===== src/rtl/tx_pkg.sv =====
// Purpose: shared state encoding and byte width for the transmit arbiter family.
// Latency: none (types and constants only).
// Backpressure: not applicable.
package tx_pkg;

  localparam int BYTE_W = 8;

  typedef enum logic [2:0] {
    IDLE,
    LAUNCH,
    WAIT_BUSY,
    WAIT_DONE,
    GAP
  } tx_state_t;

endpackage


===== src/rtl/rr_pick.sv =====
// Purpose: round-robin priority select; first set req at or after ptr (mod N) wins.
// Latency: purely combinational.
// Backpressure: none; the caller decides when to act on vld/gnt.
module rr_pick #(
  parameter int N     = 4,
  parameter int PTR_W = 2
) (
  input  logic [N-1:0]     req,
  input  logic [PTR_W-1:0] ptr,
  output logic [N-1:0]     gnt,
  output logic [PTR_W-1:0] idx,
  output logic             vld
);

  localparam int SW = PTR_W + 1;

  logic [SW-1:0]    sum;
  logic [PTR_W-1:0] pos;

  // Scan offsets from farthest to nearest so the position closest to ptr is the last hit and wins.
  always_comb begin
    gnt = '0;
    idx = '0;
    sum = '0;
    pos = '0;
    vld = |req;
    for (int k = N - 1; k >= 0; k--) begin
      sum = {1'b0, ptr} + SW'(k);
      if (sum >= SW'(N)) begin
        sum = sum - SW'(N);
      end
      pos = sum[PTR_W-1:0];
      if (req[pos]) begin
        idx = pos;
      end
    end
    if (vld) begin
      gnt[idx] = 1'b1;
    end
  end

endmodule


===== src/rtl/tx_arbiter.sv =====
// Purpose: round-robin share of one serial transmitter between N_REQ byte sources.
// Latency: req seen in IDLE -> grant next cycle -> tx_start the cycle after that.
// Backpressure: requesters hold req until granted; next grant waits for tx_status to fall plus GAP_CYCLES.
module tx_arbiter
  import tx_pkg::*;
#(
  parameter int N_REQ        = 4,
  parameter int GAP_CYCLES   = 0,
  parameter int BUSY_TIMEOUT = 16
) (
  input  logic                    sysclk,
  input  logic                    rst,
  input  logic [N_REQ-1:0]        req,
  input  logic [BYTE_W*N_REQ-1:0] req_data,
  output logic [N_REQ-1:0]        grant,
  output logic [BYTE_W-1:0]       tx_data,
  output logic                    tx_start,
  input  logic                    tx_status,
  output logic                    busy,
  output logic                    timeout_err
);

  localparam int PTR_W = $clog2(N_REQ);
  localparam int TO_W  = $clog2((BUSY_TIMEOUT > 2) ? BUSY_TIMEOUT : 2);
  localparam logic [PTR_W-1:0] PTR_LAST = PTR_W'(N_REQ - 1);
  localparam logic [TO_W-1:0]  TO_LAST  = TO_W'(BUSY_TIMEOUT - 1);
  localparam logic [15:0]      GAP_LAST = 16'(GAP_CYCLES - 1);

  tx_state_t         state_q;
  tx_state_t         state_d;
  logic [PTR_W-1:0]  ptr_q;
  logic [TO_W-1:0]   to_cnt;
  logic [15:0]       gap_cnt;
  logic [N_REQ-1:0]  pick_gnt;
  logic [PTR_W-1:0]  pick_idx;
  logic              pick_vld;
  logic              to_hit;
  logic              gap_done;
  logic [BYTE_W-1:0] req_bytes [N_REQ];

  for (genvar g = 0; g < N_REQ; g++) begin : g_unpack
    assign req_bytes[g] = req_data[g*BYTE_W +: BYTE_W];
  end

  rr_pick #(
    .N     (N_REQ),
    .PTR_W (PTR_W)
  ) u_pick (
    .req (req),
    .ptr (ptr_q),
    .gnt (pick_gnt),
    .idx (pick_idx),
    .vld (pick_vld)
  );

  // A timeout with no gap configured still spends one cycle in GAP before returning to IDLE.
  assign gap_done = (GAP_CYCLES <= 1) || (gap_cnt == GAP_LAST);
  assign busy     = (state_q != IDLE);

  // State register.
  always_ff @(posedge sysclk) begin
    if (rst) begin
      state_q <= IDLE;
    end else begin
      state_q <= state_d;
    end
  end

  // Next-state logic; to_hit flags the cycle in which the busy wait gives up.
  always_comb begin
    state_d = state_q;
    to_hit  = 1'b0;
    case (state_q)
      IDLE: begin
        if (pick_vld) begin
          state_d = LAUNCH;
        end
      end
      LAUNCH: begin
        state_d = WAIT_BUSY;
      end
      WAIT_BUSY: begin
        if (tx_status) begin
          state_d = WAIT_DONE;
        end else if (to_cnt == TO_LAST) begin
          state_d = GAP;
          to_hit  = 1'b1;
        end
      end
      WAIT_DONE: begin
        if (!tx_status) begin
          state_d = (GAP_CYCLES == 0) ? IDLE : GAP;
        end
      end
      GAP: begin
        if (gap_done) begin
          state_d = IDLE;
        end
      end
      default: begin
        state_d = IDLE;
      end
    endcase
  end

  // Registered outputs and counters; tx_start is the registered image of LAUNCH, so it
  // appears together with the first WAIT_BUSY cycle and the timeout counts from the pulse.
  always_ff @(posedge sysclk) begin
    if (rst) begin
      grant       <= '0;
      tx_data     <= '0;
      tx_start    <= 1'b0;
      timeout_err <= 1'b0;
      ptr_q       <= '0;
      to_cnt      <= '0;
      gap_cnt     <= '0;
    end else begin
      grant    <= '0;
      tx_start <= (state_q == LAUNCH);
      if (state_q == IDLE && pick_vld) begin
        grant   <= pick_gnt;
        tx_data <= req_bytes[pick_idx];
        ptr_q   <= (pick_idx == PTR_LAST) ? '0 : pick_idx + 1'b1;
      end
      if (state_q == LAUNCH) begin
        to_cnt <= '0;
      end else if (state_q == WAIT_BUSY && !tx_status && !to_hit) begin
        to_cnt <= to_cnt + 1'b1;
      end
      if (to_hit) begin
        timeout_err <= 1'b1;
      end
      if (state_q == GAP) begin
        gap_cnt <= gap_cnt + 1'b1;
      end else begin
        gap_cnt <= '0;
      end
    end
  end

endmodule


===== config.mk =====
export PLATFORM = sky130hd
export DESIGN_NAME = tx_arbiter
export DESIGN_NICKNAME = d
export VERILOG_FILES = /design/src/rtl/tx_pkg.sv /design/src/rtl/rr_pick.sv /design/src/rtl/tx_arbiter.sv
export SDC_FILE = /design/constraint.sdc
export NUM_CORES = 1
export LEC_CHECK = 0
export CAP_MARGIN = 20
export CORE_MARGIN = 10
export CORE_UTILIZATION = 37
export DETAILED_ROUTE_END_ITERATION = 10
export GPL_TIMING_DRIVEN = 0
export PLACE_DENSITY = 0.8
export SYNTH_ARGS = -nofsm -noshare
export SYNTH_HDL_FRONTEND = slang
export SYNTH_SLANG_ARGS = --single-unit

===== constraint.sdc =====
create_clock -name sysclk -period 1.6 [get_ports sysclk]
set_input_delay 0.32 -clock sysclk [delete_from_list [all_inputs] [get_ports sysclk]]
set_output_delay 0.32 -clock sysclk [all_outputs]
set_load 0.1 [all_outputs]

==> results of run 1 <==
synthesized netlist by cell type (2+ instances only):
cell type  number  area share, %
dfxtp_1        23             38
mux2i_1        19             16
nor2_1         10            3.1
nand3b_1        8            5.0
o221ai_1        8            5.8
ha_1            5            5.2
a21oi_1         4            1.7
and2_1          4            2.1
inv_1           4            1.2
nor3_1          3            1.2
nand2_1         2           0.62
nand2b_1        2            1.0
xor2_1          2            1.4
power breakdown:
part	switching, uW	total (uW)	internal, uW	leakage (uW)
clock network	161	258	97.0	0.0000150
logic	791	1280	492	0.000614
registers	53.0	712	659	0.000191
flip-flops by register name, summed over array words and instances (netlist names):
| register | cells |
|---|---|
| grant | 4 |
| ptr_q | 2 |
| state_q | 3 |
| timeout_err | 1 |
| to_cnt | 4 |
| tx_data | 8 |
| tx_start | 1 |
final cells by class:
type | instances | area share (%)
plain buffers | 3 | 1.602
repair buffers | 64 | 32.78
flip-flops and latches | 23 | 23.29
well taps | 44 | 2.711
clock buffers | 4 | 1.294
inverters | 4 | 0.7394
multi-input cells | 87 | 37.58
worst min-delay path by stage:
stage | slack, ps | depth (start not counted) | from | endpoint
2_1_floorplan | 470 | 2 | to_cnt[3]$_SDFFE_PP0P_ | to_cnt[3]$_SDFFE_PP0P_
3_3_place_gp | 450 | 2 | timeout_err$_SDFFE_PP0P_ | timeout_err$_SDFFE_PP0P_
3_5_place_dp | 480 | 2 | timeout_err$_SDFFE_PP0P_ | timeout_err$_SDFFE_PP0P_
4_1_cts | 510 | 2 | timeout_err$_SDFFE_PP0P_ | timeout_err$_SDFFE_PP0P_
5_1_grt | 400 | 4 | tx_status | state_q[2]$_SDFFE_PP0P_
6_report | 380 | 4 | tx_status | state_q[2]$_SDFFE_PP0P_
critical path, stage by stage, from the launching register on:
cell	delay, ps
dfxtp_4	380
or3_4	390
buf_12	170
what timing repair did:
item	4_1_cts	5_1_grt
resized for setup	60	20
pin swaps	2	8
setup buffers	7	4
endpoints found under the setup margin	29	14
through the flow:
step / cell area, um^2 / power, uW
3_5_place_dp: 1795 / 1852
3_3_place_gp: 1795 / 1827
5_1_grt: 2031 / 2359
2_1_floorplan: 1210 / 1535
6_report: 2031 / 2254
4_1_cts: 1951 / 2211
kinds of logic after synthesis:
logic type      count (synthesis)  synth area share (%)
simple gates                   41                 22.13
fa+ha+maj                       5                 5.171
compound gates                 19                 12.00
flops                          23                 38.06
mux                            19                 15.72
xor+xnor                        3                 2.172
buf+inv                         8                 4.757
per-layer routing:
metal / global-route usage [%] / part of all wire (%)
met1: 13.14 / 43
met2: 20.40 / 50
met4: 4.562 / 1.1
met3: 3.613 / 6.5
met5: 0 / 0
==> impl_metrics.ini, run 1 <==
[synthesis]
synth.distinct_cells = 37
netlist_area_um2 = 1210
synth_cells = 118
synth-seq-cells = 23
ys_seq_area_share_pct = 38.06
avgSynthCellArea_um2 = 10.25
ys.flop_type = dfxtp_1
synth_warnings = 0
synth-edff-count = 0
synthesis.nets = 162
synth-async-reset-ratio_pct = 0

[timing]
holdWs_ps = 381.4
worst_slew_pin_slew_ps = 564.6
slew_headroom_pct = 62.54
skew_ps = 3.634
slew_viol_final = 0
fin_crit_sh_pct = 97.95
worst_slack_ps = 32.87
rsz0062_at_grt = true
finalCriticalPeriod_ps = 1567
hold_viol = 0
fmax_mhz = 638.1
setup_violations = 0
setup_tns_ps = 0

[global_routing]
grt_antenna_before_repair = 0
grt_pass1_vias = 1254
grt_pass1_wl_um = 5865
track_usage_pct = 11.80
grt_overflow = 0
grt_max_degree = 13

[critical_path]
crit_path_end_kind = output port
crit_fanout = 4
rr_worst_depth = 7
worstSetupPathType = register to output port
cp-endpoint = busy
reg2reg_to = tx_data[1]$_SDFFE_PP0P_
r2r_start = ptr_q[0]$_SDFFE_PP0P_
cp.arrival_ps = 1250
ff2ff_setup_slack_ps = 50
critPathRequiredTime_ps = 1280
startpoint = state_q[0]$_SDFFE_PP0P_
worstSetupStartpointType = register

[layout]
fillers = 251
antenna_cells = 0
multi_input_area_um2 = 763.2
final_util_pct = 65.44
drive_gt1_share_pct = 28.65
mostFrequentLayoutCell = clkdlybuf4s50_1
layout_common_cells = 33 x clkdlybuf4s50_1, 19 x mux2i_1, 17 x dfxtp_1
nets = 230
final_cells = 229
area_growth_pct = 67.84
regArea_um2 = 473.0

[placed_design]
hpwlAfterDp_um = 2806
io_buffers = 53
placed_cells = 215
globalplace.congestion = 0.7311
pre_cts_ws_ps = -581.3

[pwr]
power_density_nw_per_um2 = 1110
p_leak_uw = 0.0008204
vdd_ir_drop_max_uv = 623.0

[detailed_routing]
avgViaCountPerCell = 4.904
drt_first_pass_iters = 4
num_vias = 1123
wl_um = 3608
drc_errors = 0
ant_nets = 0
wl_per_cell_um = 15.76
drtIter0Drc = 39

[cts]
hold_buffers = 0
cts_root_buf = clkbuf_4
cts_tree = done
cts.sinks = 23
clock_latency_ps = 300
h-tree-depth = 1
clkTransAtPathRegs_ps = 120
cts_buffer_depth = 2
cts_inserted_buffers = 3

[die]
rows = 20
chipWidth_um = 77.19
die_y_um = 77.19
coreArea_um2 = 3103
die-area_um2 = 5958
ios = 54
start_util_pct = 38.99

[flow_run]
cap_violations = 0

[outcome]
status = completed

[worst_hold_path]
hold_class = input port to register
Note: power is estimated with default switching activity, not from simulation.
==> run 2, diff against run 1 <==
Settings changed: GPL_ROUTABILITY_DRIVEN from default to 0.
==> results of run 2 <==
Same layout as run 1: the final DEF is identical, and so are final timing and power.
==> edit 1 (flow settings as in run 1) <==
Set the package constant `BYTE_W` to 7 (it was 8).
--- a/src/rtl/tx_pkg.sv
+++ b/src/rtl/tx_pkg.sv
@@ -4,5 +4,5 @@
 package tx_pkg;
 
-  localparam int BYTE_W = 8;
+  localparam int BYTE_W = 7;
 
   typedef enum logic [2:0] {
Ports: changed (resized req_data and tx_data); port bits go from 54 to 49. No check against the original RTL was run, so the function may have changed too.
==> edit 1 against run 1 <==
- worst setup slack improved by 13 ps
- wire length fell by 9.2%
- global-route usage fell by 1.0 points
- highest routed layer unchanged
- sequential cell count fell by 1
- clock skew rose by 1.4 ps
- design area fell by 9.6%
- area after synthesis fell by 1.6%
- power fell by 14%
- critical path depth fell by 1
- count of clock-buffer cells in the layout did not move
- via count fell by 6.0%
- synthesized cell count fell by 1.7%
==> edit 1: results (changes against run 1) <==
status=completed; Seq/Total Area, Yosys=0.370 (-0.0108); worst hold path class=in -> reg; vias in the first global route=1,084 (-14%); Nets=213 (-7.4%); Synth cell types=34 (-8.1%); CP Data Arrival Time=1230 ps (-20 ps); area post-placement=0.00173 mm^2 (-3.8%); dpl ws=-556 ps (+25.4 ps); Worst-Skew Late Latency=300 ps (about the same); syn_nets=156 (-3.7%); Area contributors post-synth=dfxtp_1 37%, mux2i_1 13%, ha_1 5.3%, nand3b_1 4.4%, o221ai_1 4.4%; Least-Margin Pin Slew=567 ps (+2.87 ps); GRT Total Usage=0.108 (-0.0102); share of layout cells above drive strength 1=0.250 (-0.0365); Post-Synth XOR/XNOR Area=0.00735 (-0.0144); Vias/cell=4.89 (-0.31%); Clock Skew=5.02 ps (+1.39 ps); DR WL met3=144 um (-39%); WL met2=1860 um (+4.0%); global placement routability congestion=0.733 (+0.27%); first-pass GRT wire length=5230 um (-11%); top layer used by detailed routing=met4; mux contribution to synthesized area=0.134 (-0.0227); Worst path top cell family by delay=buffers and inverters; Clock Tree Buf Depth=2 (unchanged); CTS Buf Count=3 (unchanged); total wire length=3280 um (-9.2%); Compound-Gate Fraction of Synth Area=0.140 (+0.0197); H-tree levels=1 (unchanged); CP Max Fanout=2 (-2); top cells by count, synth=22 x dfxtp_1, 16 x mux2i_1, 9 x a21oi_1; Slowest cell on crit path=clkdlybuf4s15_2; fraction of registers with async set/reset=0 (unchanged); Largest regs=tx_data (7), grant (4), to_cnt (4); 1st-iter DRT viols=20 (-49%); fillers=278 (+11%); Peak VDD IR=583 uV (-6.4%); hold-fix buffers at CTS=0 (unchanged); Sw Ratio=0.431 (-0.0154); number of port buffers=48 (-9.4%); Routed met1 length=1260 um (-18%); largest net degree at the start of global routing=13 (unchanged); DP HPWL=2620 um (-6.5%); Crit path largest cell delay=570 ps (+180 ps); Pre-Repair DR Iteration Count=4 (unchanged); main combinational cell family by area after synthesis=simple AND/OR/NAND/NOR gates; post-synthesis adder-cell area fraction=0.0525 (+0.000815); Lkg Pwr=0.737 nW (-10%)
[edit 1: cell count changes after synthesis, moves of 2 or more]
cell             run 1  this run
nor2_1              10         7
mux2i_1             19        16
a21oi_1              4         9
o21ai_1              0         2
nand3_1              0         3
o221ai_1             8         6
[edit 1: path summary, 6_finish.rpt]
kind	slack, ps	end	startpoint	cells after the start
worst max-delay path	50	tx_data[2]	tx_data[2]	1
worst max register to register	80	tx_data[5]	state_q[0]	4
worst min register to register	460	timeout_err	timeout_err	2
worst min-delay path	440	state_q[0]	tx_status	3
[edit 1: layer usage]
layer | vias to the layer above | track usage
met1 | 495 | 0.103
met3 | 2 | 0.0385
met5 | - | 0
li1 | 541 | -
met4 | 0 | 0.0223
met2 | 18 | 0.212
[edit 1: cell families after synthesis]
logic type      Yosys count
flops                    22
compound gates           22
buf+inv                  10
simple gates             40
mux                      16
xor+xnor                  1
fa+ha+maj                 5
[edit 1: power by group through the flow]
| stage | sequential (mW) | combinational [mW] | clock [mW] |
|---|---|---|---|
| 6_report | 0.661 | 0.972 | 0.304 |
| 5_1_grt | 0.669 | 1.03 | 0.339 |
| 4_1_cts | 0.660 | 0.947 | 0.316 |
| 3_5_place_dp | 0.671 | 0.941 | 0 |
| 3_3_place_gp | 0.667 | 0.931 | 0 |
| 2_1_floorplan | 0.997 | 0.357 | 0 |
[edit 1: area by class of cell]
| cell class | instances | area [um^2] | area share |
|---|---|---|---|
| Inverter | 6 | 22.5 | 0.0123 |
| Sequential cell | 22 | 448 | 0.244 |
| Timing Repair Buffer | 53 | 529 | 0.288 |
| Clock buffer | 4 | 36.3 | 0.0198 |
| Tap cell | 44 | 55.1 | 0.0300 |
| Multi-Input combinational cell | 84 | 709 | 0.387 |
| Buffer | 3 | 35.0 | 0.0191 |
[edit 1: timing repair]
item / in CTS / in global routing
setup buffers: 3 / 2
gates cloned: 0 / 0
pin swaps: 4 / 3
endpoints found under the setup margin: 27 / 14
gates resized for setup: 55 / 9
[edit 1: worst reg2reg max path, stage by stage (launching register included)]
cell	delay (ps)
dfxtp_2	380
or4_4	590
nor2_8	170
nand2_4	110
o221ai_1	200
[edit 1: per-stage QoR]
step / setup TNS [ps] / instances
final: 0 / 216
after global routing: -65.7 / 216
after CTS: 0 / 214
after detailed placement: -8460 / 208
after global placement: -7830 / 208
after floorplan: 0 / 116
==> edit 2 (flow settings as in run 1) <==
Made on the original files. The 5 states of `tx_state_t` get a Gray code encoding in 3 bits.
--- a/src/rtl/tx_pkg.sv
+++ b/src/rtl/tx_pkg.sv
@@ -7,9 +7,9 @@
 
   typedef enum logic [2:0] {
-    IDLE,
-    LAUNCH,
-    WAIT_BUSY,
-    WAIT_DONE,
-    GAP
+    IDLE      = 3'b000,
+    LAUNCH    = 3'b001,
+    WAIT_BUSY = 3'b011,
+    WAIT_DONE = 3'b010,
+    GAP       = 3'b110
   } tx_state_t;
 
Behaviour: same outputs for any inputs over 10 cycles, from zero or initial values and one cycle with rst high; not proved beyond that.
==> edit 2 against run 1 <==
- power down 16%
- combinational power fell by 26%
- largest cell class unchanged
- wire length grew 1.2%
- area after synthesis fell by 0.83%
- worst setup slack got worse by 6.5 ps
- design area is 2.4% lower
- sequential cell count did not move
- utilization down 1.1 points
- fmax is 0.41% lower
- largest power group unchanged
- worst hold slack improved by 95 ps
==> edit 2: results (changes against run 1) <==
CP Max Fanout=2 (-2); Peak VDD IR=493 uV (-21%); fraction of registers with async set/reset=0 (unchanged); wire length per cell=15.5 um (-1.4%); status=completed; Clock Skew=10.0 ps (+6.41 ps); Clock Tree Buf Depth=2 (unchanged); Lkg Pwr=0.796 nW (-3.0%); DP HPWL=2760 um (-1.8%); 1st-iter DRT viols=40 (+2.6%); worst hold path class=reg -> reg; Reg2Reg Setup Slack=80 ps (+30 ps); Syn. warnings=0 (unchanged); Largest regs=tx_data (8), grant (4), to_cnt (4); Slowest cell on crit path=clkdlybuf4s15_2; antenna violations before repair=0 (unchanged); prevailing post-synth register cell=dfxtp_1; GRT Total Usage=0.121 (+0.00320); Worst path top cell family by delay=buffers and inverters; Final setup viols=0 (unchanged); Worst slew margin=0.627 (+0.00176); CP Data Arrival Time=1250 ps (about the same); number of port buffers=53 (unchanged); fillers=267 (+6.4%); Inserted Diodes=0 (unchanged); global placement routability congestion=0.728 (-0.44%); Yosys top cell area share=0.384 (+0.00317); Pre-Repair DR Iteration Count=4 (unchanged); area post-placement=0.00179 mm^2 (-0.56%); clock root cell=clkbuf_4; vias in the first global route=1,287 (+2.6%); worst r2r src=ptr_q[1]; Critical Path Source=tx_data[6]; Area contributors post-synth=dfxtp_1 38%, mux2i_1 15%, o221ai_1 5.8%, ha_1 5.2%, nand3b_1 5.0%; clock-pin transition on the worst setup and hold timing paths=130 ps; largest net degree at the start of global routing=13 (unchanged); H-tree levels=1 (unchanged); top cells by count, synth=23 x dfxtp_1, 18 x mux2i_1, 12 x nor2_1; RR Endpoint=ptr_q[1]; first-pass GRT wire length=6000 um (+2.4%); dpl ws=-581 ps (+0.627 ps); syn_nets=167 (+3.1%); Synth cell types=31 (-16%); end point of the critical path=tx_data[6]; Sw Ratio=0.422 (-0.0236); Vias=1,167 (+3.9%); Nets=236 (+2.6%); CTS Buf Count=3 (unchanged); fin crit share=0.984 (+0.00405); Crit path largest cell delay=570 ps (+180 ps); share of layout cells above drive strength 1=0.288 (+0.00147); R2R cell count=6 (-1); Seq/Total Area, Yosys=0.384 (+0.00317); Worst-Skew Late Latency=310 ps
-- edit 2: cell families after synthesis --
| logic type | after synthesis | synth area share |
|---|---|---|
| mux | 18 | 0.150 |
| compound gates | 20 | 0.123 |
| flops | 23 | 0.384 |
| xor+xnor | 3 | 0.0219 |
| simple gates | 44 | 0.215 |
| fa+ha+maj | 5 | 0.0521 |
| buf+inv | 10 | 0.0542 |
-- edit 2: final cells by class --
type | count | area [um^2] | area share
Buffer | 3 | 35.0 | 0.0177
Sequential cell | 23 | 472 | 0.238
Clock buffer | 4 | 26.3 | 0.0133
Multi-Input combinational cell | 90 | 741 | 0.374
Inverter | 6 | 22.5 | 0.0114
Tap cell | 44 | 55.1 | 0.0278
Timing Repair Buffer | 65 | 631 | 0.318
-- edit 2: power by group through the flow --
| stage | Combinational [mW] | Sequential, mW | Clock (mW) |
|---|---|---|---|
| after floorplan | 0.281 | 0.987 | 0 |
| after global placement | 0.830 | 0.679 | 0 |
| after detailed placement | 0.843 | 0.682 | 0 |
| after CTS | 0.929 | 0.666 | 0.273 |
| after global routing | 1.00 | 0.676 | 0.298 |
| final | 0.943 | 0.669 | 0.271 |
-- edit 2: metrics by stage --
| stage | instances | utilization |
|---|---|---|
| after detailed placement | 220 | 0.580 |
| final | 235 | 0.644 |
| after global routing | 235 | 0.644 |
| after global placement | 220 | 0.580 |
| after CTS | 232 | 0.629 |
| after floorplan | 123 | - |
-- edit 2: how the worst min path moves through the flow --
stage | start | end | slack (ps) | cells after the start
3_5_place_dp | timeout_err | timeout_err | 450 | 2
6_report | timeout_err | timeout_err | 480 | 2
2_1_floorplan | to_cnt[3] | to_cnt[3] | 470 | 2
5_1_grt | timeout_err | timeout_err | 490 | 2
3_3_place_gp | timeout_err | timeout_err | 430 | 2
4_1_cts | timeout_err | timeout_err | 470 | 2
-- edit 2: per-layer routing --
layer	routed length (um)	global-route usage
met1	1550	0.130
met2	1840	0.220
met3	231	0.0326
met4	40	0.0446
met5	0	0
-- edit 2: repair_timing --
item,in CTS,in global routing
resized for setup,64,22
setup endpoints to repair,28,19
pin swaps,7,6
setup buffers,8,4
hold buffers,0,0
